`config.mk`:
```
export PLATFORM = sky130hd
export DESIGN_NAME = viterbi_decoder_flat
export DESIGN_NICKNAME = d
export VERILOG_FILES = /design/src/rtl/viterbi_decoder_if.sv /design/src/rtl/viterbi_decoder.sv /design/src/flat_wrapper.sv
export SDC_FILE = /design/constraint.sdc
export NUM_CORES = 1
export LEC_CHECK = 0
export BUFFER_PORTS_ARGS = -buffer_cell sky130_fd_sc_hd__clkbuf_2
export CAP_MARGIN = 20
export CORE_UTILIZATION = 26
export CTS_CLUSTER_DIAMETER = 80
export CTS_CLUSTER_SIZE = 8
export DETAILED_ROUTE_END_ITERATION = 7
export SKIP_LAST_GASP = 1
export SLEW_MARGIN = 20
export SYNTH_ARGS = -nofsm -noshare
export SYNTH_HDL_FRONTEND = slang
export SYNTH_SLANG_ARGS = --single-unit
```
`constraint.sdc`:
```
create_clock -name clk20M_sig -period 32.7 [get_ports clk20M_sig]
set_clock_uncertainty 0.15 [all_clocks]
set_input_delay 6.54 -clock clk20M_sig [delete_from_list [all_inputs] [get_ports clk20M_sig]]
set_output_delay 6.54 -clock clk20M_sig [all_outputs]
set_load 0.02 [all_outputs]
```
`src/rtl/viterbi_decoder_if.sv`:
```
// Serial code-bit input and decoded-bit output bundle of the viterbi_decoder.
// The master drives code bits; the slave (the decoder) returns decoded bits and the best metric.
interface viterbi_decoder_if #(
  parameter int PM_W = 6
);
  logic            in_valid;
  logic            serial_in;
  logic            decode_valid;
  logic            decode_sig;
  logic [PM_W-1:0] best_metric;

  modport master (
    output in_valid, serial_in,
    input  decode_valid, decode_sig, best_metric
  );

  modport slave (
    input  in_valid, serial_in,
    output decode_valid, decode_sig, best_metric
  );
endinterface

```
`src/rtl/viterbi_decoder.sv`:
```
// Hard-decision Viterbi decoder for the K=3, rate-1/2 (7,5) code.
// Pairs serial code bits into symbols, runs 4-state ACS with register-exchange survivors.
module viterbi_decoder #(
  parameter int TB_DEPTH = 16,
  parameter int PM_W     = 6,
  parameter int PM_INIT  = 4
) (
  input  logic             clk20M_sig,
  input  logic             reset_sig,
  viterbi_decoder_if.slave bus
);
  localparam int            CW     = $clog2(TB_DEPTH + 1);
  localparam logic [PM_W:0] PM_SAT = {1'b0, {PM_W{1'b1}}};

  logic                phase;
  logic                g0_hold;
  logic [PM_W-1:0]     metric [4];
  logic [TB_DEPTH-1:0] path   [4];
  logic [CW-1:0]       sym_cnt;

  logic                acs_fire;
  logic [1:0]          rx;
  logic [PM_W:0]       new_metric [4];
  logic [TB_DEPTH-1:0] new_path   [4];
  logic [PM_W:0]       min_metric;
  logic [1:0]          best;

  assign acs_fire = bus.in_valid & phase;
  assign rx       = {g0_hold, bus.serial_in};

  function automatic logic [1:0] hamming(input logic [1:0] a, input logic [1:0] b);
    logic [1:0] d;
    d = a ^ b;
    return {1'b0, d[1]} + {1'b0, d[0]};
  endfunction

  // One extra bit holds the raw sum; clamping keeps stored metrics from wrapping.
  function automatic logic [PM_W:0] sat_add(input logic [PM_W-1:0] m, input logic [1:0] bm);
    logic [PM_W:0] s;
    s = {1'b0, m} + {{(PM_W-1){1'b0}}, bm};
    return (s > PM_SAT) ? PM_SAT : s;
  endfunction

  // Next state {x,y} is reached from {y,0} (taken on ties) or {y,1} with input bit x.
  for (genvar i = 0; i < 4; i++) begin : g_acs
    localparam logic [1:0] NS = 2'(i);
    localparam logic       X  = NS[1];
    localparam logic       Y  = NS[0];
    localparam logic [1:0] P0 = {Y, 1'b0};
    localparam logic [1:0] P1 = {Y, 1'b1};
    localparam logic [1:0] E0 = {X ^ Y, X};
    localparam logic [1:0] E1 = {~(X ^ Y), ~X};

    logic [PM_W:0] cand0;
    logic [PM_W:0] cand1;
    logic          take1;

    assign cand0         = sat_add(metric[P0], hamming(rx, E0));
    assign cand1         = sat_add(metric[P1], hamming(rx, E1));
    assign take1         = cand1 < cand0;
    assign new_metric[i] = take1 ? cand1 : cand0;
    assign new_path[i]   = {take1 ? path[P1][TB_DEPTH-2:0] : path[P0][TB_DEPTH-2:0], X};
  end

  always_comb begin
    // NOTE: defaults before the search loop keep this purely combinational (no latch).
    best       = 2'd0;
    min_metric = new_metric[0];
    for (int i = 1; i < 4; i++) begin
      if (new_metric[i] < min_metric) begin
        min_metric = new_metric[i];
        best       = 2'(i);
      end
    end
  end

  always_ff @(posedge clk20M_sig or posedge reset_sig) begin
    if (reset_sig) begin
      phase            <= 1'b0;
      g0_hold          <= 1'b0;
      sym_cnt          <= '0;
      bus.decode_valid <= 1'b0;
      bus.decode_sig   <= 1'b0;
      bus.best_metric  <= '0;
      // NOTE: metric and survivor arrays are tiny flop banks whose reset values define the
      // starting trellis state, so they are cleared here rather than left uninitialised.
      metric[0] <= '0;
      path[0]   <= '0;
      for (int i = 1; i < 4; i++) begin
        metric[i] <= PM_W'(PM_INIT);
        path[i]   <= '0;
      end
    end else begin
      // NOTE: all state updates are non-blocking so every ACS reads the pre-edge metrics.
      bus.decode_valid <= 1'b0;
      if (acs_fire) begin
        phase <= 1'b0;
        for (int i = 0; i < 4; i++) begin
          metric[i] <= PM_W'(new_metric[i] - min_metric);
          path[i]   <= new_path[i];
        end
        if (sym_cnt < CW'(TB_DEPTH)) sym_cnt <= sym_cnt + CW'(1);
        bus.best_metric <= min_metric[PM_W-1:0];
        if (sym_cnt >= CW'(TB_DEPTH - 1)) begin
          bus.decode_valid <= 1'b1;
          bus.decode_sig   <= new_path[best][TB_DEPTH-1];
        end
      end else if (bus.in_valid) begin
        g0_hold <= bus.serial_in;
        phase   <= 1'b1;
      end
    end
  end
endmodule
```
`src/flat_wrapper.sv`:
```
// flat-port wrapper written by rule: the top's interface ports become plain ports
module viterbi_decoder_flat 
#(
  parameter int TB_DEPTH = 16,
  parameter int PM_W     = 6,
  parameter int PM_INIT  = 4
)
  (clk20M_sig, reset_sig, bus_in_valid, bus_serial_in, bus_decode_valid, bus_decode_sig, bus_best_metric);
  viterbi_decoder_if #(.PM_W(PM_W)) bus_i ();
  input  logic clk20M_sig;
  input  logic reset_sig;
  input wire logic [$bits(bus_i.in_valid)-1:0] bus_in_valid;
  input wire logic [$bits(bus_i.serial_in)-1:0] bus_serial_in;
  output wire logic [$bits(bus_i.decode_valid)-1:0] bus_decode_valid;
  output wire logic [$bits(bus_i.decode_sig)-1:0] bus_decode_sig;
  output wire logic [$bits(bus_i.best_metric)-1:0] bus_best_metric;
  assign bus_i.in_valid = bus_in_valid;
  assign bus_i.serial_in = bus_serial_in;
  assign bus_decode_valid = bus_i.decode_valid;
  assign bus_decode_sig = bus_i.decode_sig;
  assign bus_best_metric = bus_i.best_metric;
  viterbi_decoder #(.TB_DEPTH(TB_DEPTH), .PM_W(PM_W), .PM_INIT(PM_INIT)) u_core (.clk20M_sig(clk20M_sig), .reset_sig(reset_sig), .bus(bus_i));
endmodule
```
Word-level counts from Yosys, hierarchy flattened. Index checks and enable logic that the tools add are counted.

Register bits after elaboration: 97. Bits of input ports: 4. Output and inout port bits: 8. Word-level logic and storage cells: 88.

Add/sub/neg operators: 17. Magnitude comparators: 18. Multiplexer cells: 29. Bitwise operators: 6. Reductions and logical operators: 4.

Operators by type and width (count): 7-bit two-way mux (14); 15-bit two-way mux (4); 6-bit by 2-bit adder with 7-bit output (8); 7-bit by 6-bit greater-than comparator with 1-bit output (second input constant) (8); 7-bit < comparator (7); 16-bit binary-select mux with 2-bit select (1); 16-bit two-way mux (2); 6-bit subtractor (4); 1-bit by 1-bit adder with 2-bit output (4); 6-bit two-way mux (1); 2-bit AND reduction (3); 5-bit by 1-bit adder with 5-bit output (second input constant) (1); 5-bit by 4-bit greater-or-equal comparator with 1-bit output (second input constant) (1); 5-bit < comparator (second input constant) (1); 1-bit two-way mux (5); 2-bit two-way mux (2); 3-bit greater-or-equal comparator (second input constant) (1); 1-bit inverter (3); 2-bit inverter with 3-bit output (1); 2-bit inverter (1); 2-bit nonzero test (1); 1-bit AND (1).

Longest topological paths before layout.
Depth after elaboration: 17. Depth in mapped cells: 54.

Worst setup path before layout. OpenSTA, ideal clock, no wires.

Path type: input to register. Start: input bus_serial_in. End: register u_core.metric[11] in the netlist's numbering. Setup time: 133 ps. Arrival: 16065 ps. Slack: 16352 ps. Stages: 51. Path buffers: 4. Cells stage by stage: inv_1 -> ha_1 -> inv_1 -> ha_1 -> ha_1 -> a21oi_4 -> nor2_1 -> o22ai_1 -> inv_1 -> ha_1 -> a21oi_1 -> o21ai_0 -> a21oi_1 -> clkbuf_1 -> buf_1 -> o21ai_0 -> inv_1 -> ha_1 -> (+15 left out) -> inv_2 -> ha_1 -> a21o_1 -> a21oi_1 -> and2_1 -> a21boi_0 -> a41oi_1 -> and3_1 -> clkbuf_1 -> mux2i_1 -> ha_1 -> o21ai_0 -> nand2b_1 -> a21o_1 -> a21o_1 -> xor2_1 -> a211oi_1 -> o31ai_1.

Cells in the longest elaborated chain, start to end: 14.

RTL lines: start, declared (line flat_wrapper.sv:13) `input wire logic [$bits(bus_i.serial_in)-1:0] bus_serial_in;`; 1-bit inverter (no line) / 2-bit inverter (equally long branches); 1-bit by 1-bit adder with 2-bit output (line viterbi_decoder.sv:34) `return {1'b0, d[1]} + {1'b0, d[0]};`; 6-bit by 2-bit adder with 7-bit output (line viterbi_decoder.sv:40) `s = {1'b0, m} + {{(PM_W-1){1'b0}}, bm};`; 7-bit by 6-bit greater-than comparator with 1-bit output (line viterbi_decoder.sv:41) `return (s > PM_SAT) ? PM_SAT : s;`; 7-bit two-way mux (line viterbi_decoder.sv:41); 7-bit < comparator (line viterbi_decoder.sv:60) `assign take1 = cand1 < cand0;`; 7-bit two-way mux (line viterbi_decoder.sv:61) `assign new_metric[i] = take1 ? cand1 : cand0;`; 7-bit < comparator (line viterbi_decoder.sv:70) `if (new_metric[i] < min_metric) begin`; 7-bit two-way mux (line viterbi_decoder.sv:70); 7-bit < comparator (line viterbi_decoder.sv:70); 7-bit two-way mux (line viterbi_decoder.sv:70); 7-bit < comparator (line viterbi_decoder.sv:70); 6-bit two-way mux (line viterbi_decoder.sv:70); 6-bit subtractor * (line viterbi_decoder.sv:99) `metric[i] <= PM_W'(new_metric[i] - min_metric);`; end signal, assigned by index (line viterbi_decoder.sv:90) `metric[i] <= PM_W'(PM_INIT);`; end signal, assigned by index (line viterbi_decoder.sv:99); end, declared (line viterbi_decoder.sv:17) `logic [PM_W-1:0] metric [4];`.

Every way passes the cells marked *; elsewhere a longest branch is shown, timed or not. A chain may end at the register's enable or synchronous reset.

Worst setup path after layout. Ends and elaborated chain as after synthesis.

==> run metrics <==
status=complete, no violations; WHS=0.333 ns; 1st-pass router iterations=5; All-Layer GR Usage=12.4%; largest net degree at the start of global routing=116; Fill cells=3140; clock buffer depth=2; count leader, synth=nand2_1; Async S/R FF share, synth=100%; PostCTS Resize Cnt=0; drt first-iter violations=412; initial antenna violation count=0; Period minus WS final=17.58 ns; TNS Setup=0 ns; max frequency=56.9 MHz; Syn Area/Cell=8.69 µm²; area of the mapped netlist=7770 µm²; number of cell rows=62; CP top delay family=compound AO/OA/AOI/OAI gates; multi-input logic area=5110 µm²; post-detailed-route DRC marker count=0; vias per cell=4.84; Die X=175 µm; WL final=18400 µm; DR WL/cell=14.4 µm; nets=987; max_cap viols=0; Worst Setup End Kind=register; RSZ-0062 raised after global routing=false; Worst Max-Slew Pin Slew=0.942 ns; DRT antenna net count=0; Die H=175 µm; Post-CTS Hold Buffers=0; setup repair bufs after CTS=0; P&R area growth vs syn=9.94%; CP Max Fanout=19; sequential area share after synthesis=30.3%; total CTS buffers=9; die area=30600 µm²; Final HPWL DP=14300 µm; WP buf/inv=5; clk root buf=clkbuf_16; Post-synth EDFFs=0; worst hold-check path type=reg2reg; I/O Buffers=11; I/O Pins=12; most frequent cells after synthesis=nand2_1, o21ai_0, dfrtp_1; register bit total from synthesis=94; Rel. slew slack=37.2%; Core ar.=29000 µm²; via count=6216; CP max stage delay=0.65 ns; Required @ worst endpoint=32.76 ns; synth unique cells=63; Critical Path Source Type=input pin; Synth area leader=dfrtp_1; first-pass GRT wire length=30600 µm; grt ovf=0; dominant cells by area after synthesis=dfrtp_1, ha_1, mux2i_1; Storage cell area=2360 µm²; share of the clock period used by the worst path=53.8%; Most used DFF post-synth=dfrtp_1; ANT cells=0; # setup viols final=0; CTS tree=yes; Final Max Tran Viols=0; clock latency on the worst-skew pair=0.35 ns; top cell type's share of synthesized area=29.3%; clock transition at the registers of the reported paths=0.07 ns; CP Class=in2reg; Yosys warning count=0; GP Congestion=0.886; Worst path most repeated cell=ha_1; vias in the first global route=5976; Synth Instances=894; clk sinks=94; crit path DAT=17.64 ns; slowest CP cell=mux2i_1; initial cell density of the core=26.8%; final hold violations=0; layout cells sized above 1=8.67%; H-tree Lvls=3
cells in the final DEF, fill, tap and decap left out, types with 17 or more instances in the layout:
master / n
mux2i_1: 75
nor2_1: 38
a21oi_1: 43
a21o_1: 26
nand2_1: 114
nand3_1: 20
ha_1: 84
o21ai_0: 108
dfrtp_1: 91
xnor2_1: 17
inv_1: 49
xor2_1: 21
metal layers:
| metal | vias to the layer above | track usage [%] | part of all wire (%) |
|---|---|---|---|
| met5 | - | 0 | 0 |
| met4 | 0 | 2.25 | 1.3 |
| met3 | 24 | 2.00 | 3.7 |
| met2 | 114 | 20.9 | 47 |
| met1 | 2937 | 16.7 | 48 |
| li1 | 3141 | - | - |
layout make-up:
class | count | share of cell area (%)
multi-input cells | 719 | 59.9
flip-flops and latches | 94 | 27.6
well taps | 384 | 5.63
clock buffers | 10 | 2.80
inverters | 53 | 2.37
repair buffers | 18 | 1.26
clock inverters | 6 | 0.484
worst reg2reg max path: cells and delay by family (launching register included):
| kind | cells | cell delay (ns) |
|---|---|---|
| AOI/OAI and AO/OA | 22 | 4.54 |
| xor gates and xnor gates | 1 | 0.14 |
| adders and majority gates | 8 | 2.52 |
| buffers and inverters | 4 | 0.68 |
| DFF | 1 | 0.45 |
| muxes | 4 | 1.87 |
| and+or+nand+nor | 5 | 1.22 |
sequential cells by signal (all words and copies together) (netlist names):
signal / cells
u_core.metric: 24
u_core.sym_cnt: 5
u_core.bus.best_metric: 6
u_core.path: 55
u_core.phase: 1
u_core.g0_hold: 1
u_core.bus.decode_valid: 1
u_core.bus.decode_sig: 1
path summary, 6_finish.rpt:
kind | cells past startpoint | start | slack [ns] | end
max | 45 | bus_serial_in | 15.12 | u_core.metric[11]
max in group asynchronous | 3 | reset_sig | 25.23 | u_core.path[44]
min reg2reg | 1 | u_core.path[0] | 0.33 | u_core.path[0]
min | 1 | u_core.path[0] | 0.33 | u_core.path[0]
min in group asynchronous | 2 | reset_sig | 6.09 | u_core.path[4]
max reg2reg | 44 | u_core.g0_hold | 21.00 | u_core.metric[11]
cell families after synthesis:
| family | Yosys count | share of synthesized area [%] |
|---|---|---|
| xor gates and xnor gates | 38 | 4.28 |
| and+or+nand+nor | 238 | 14.3 |
| muxes | 91 | 12.0 |
| DFF | 94 | 30.3 |
| other | 2 | 0.0967 |
| buffers and inverters | 93 | 4.72 |
| adders and majority gates | 88 | 14.6 |
| AOI/OAI and AO/OA | 250 | 19.7 |
through the flow:
step	util [%]	setup slack [ns]	instances	cell area [µm²]
after floorplan	-	16.35	906	7810
after global placement	28.5	15.06	1268	8260
after detailed placement	28.5	14.89	1268	8260
after CTS	29.4	15.23	1284	8540
after global routing	29.4	14.39	1284	8540
final	29.4	15.12	1284	8540
Power is not shown: default switching activity piles up to over one toggle a cycle in this logic, so the estimate is an artifact.
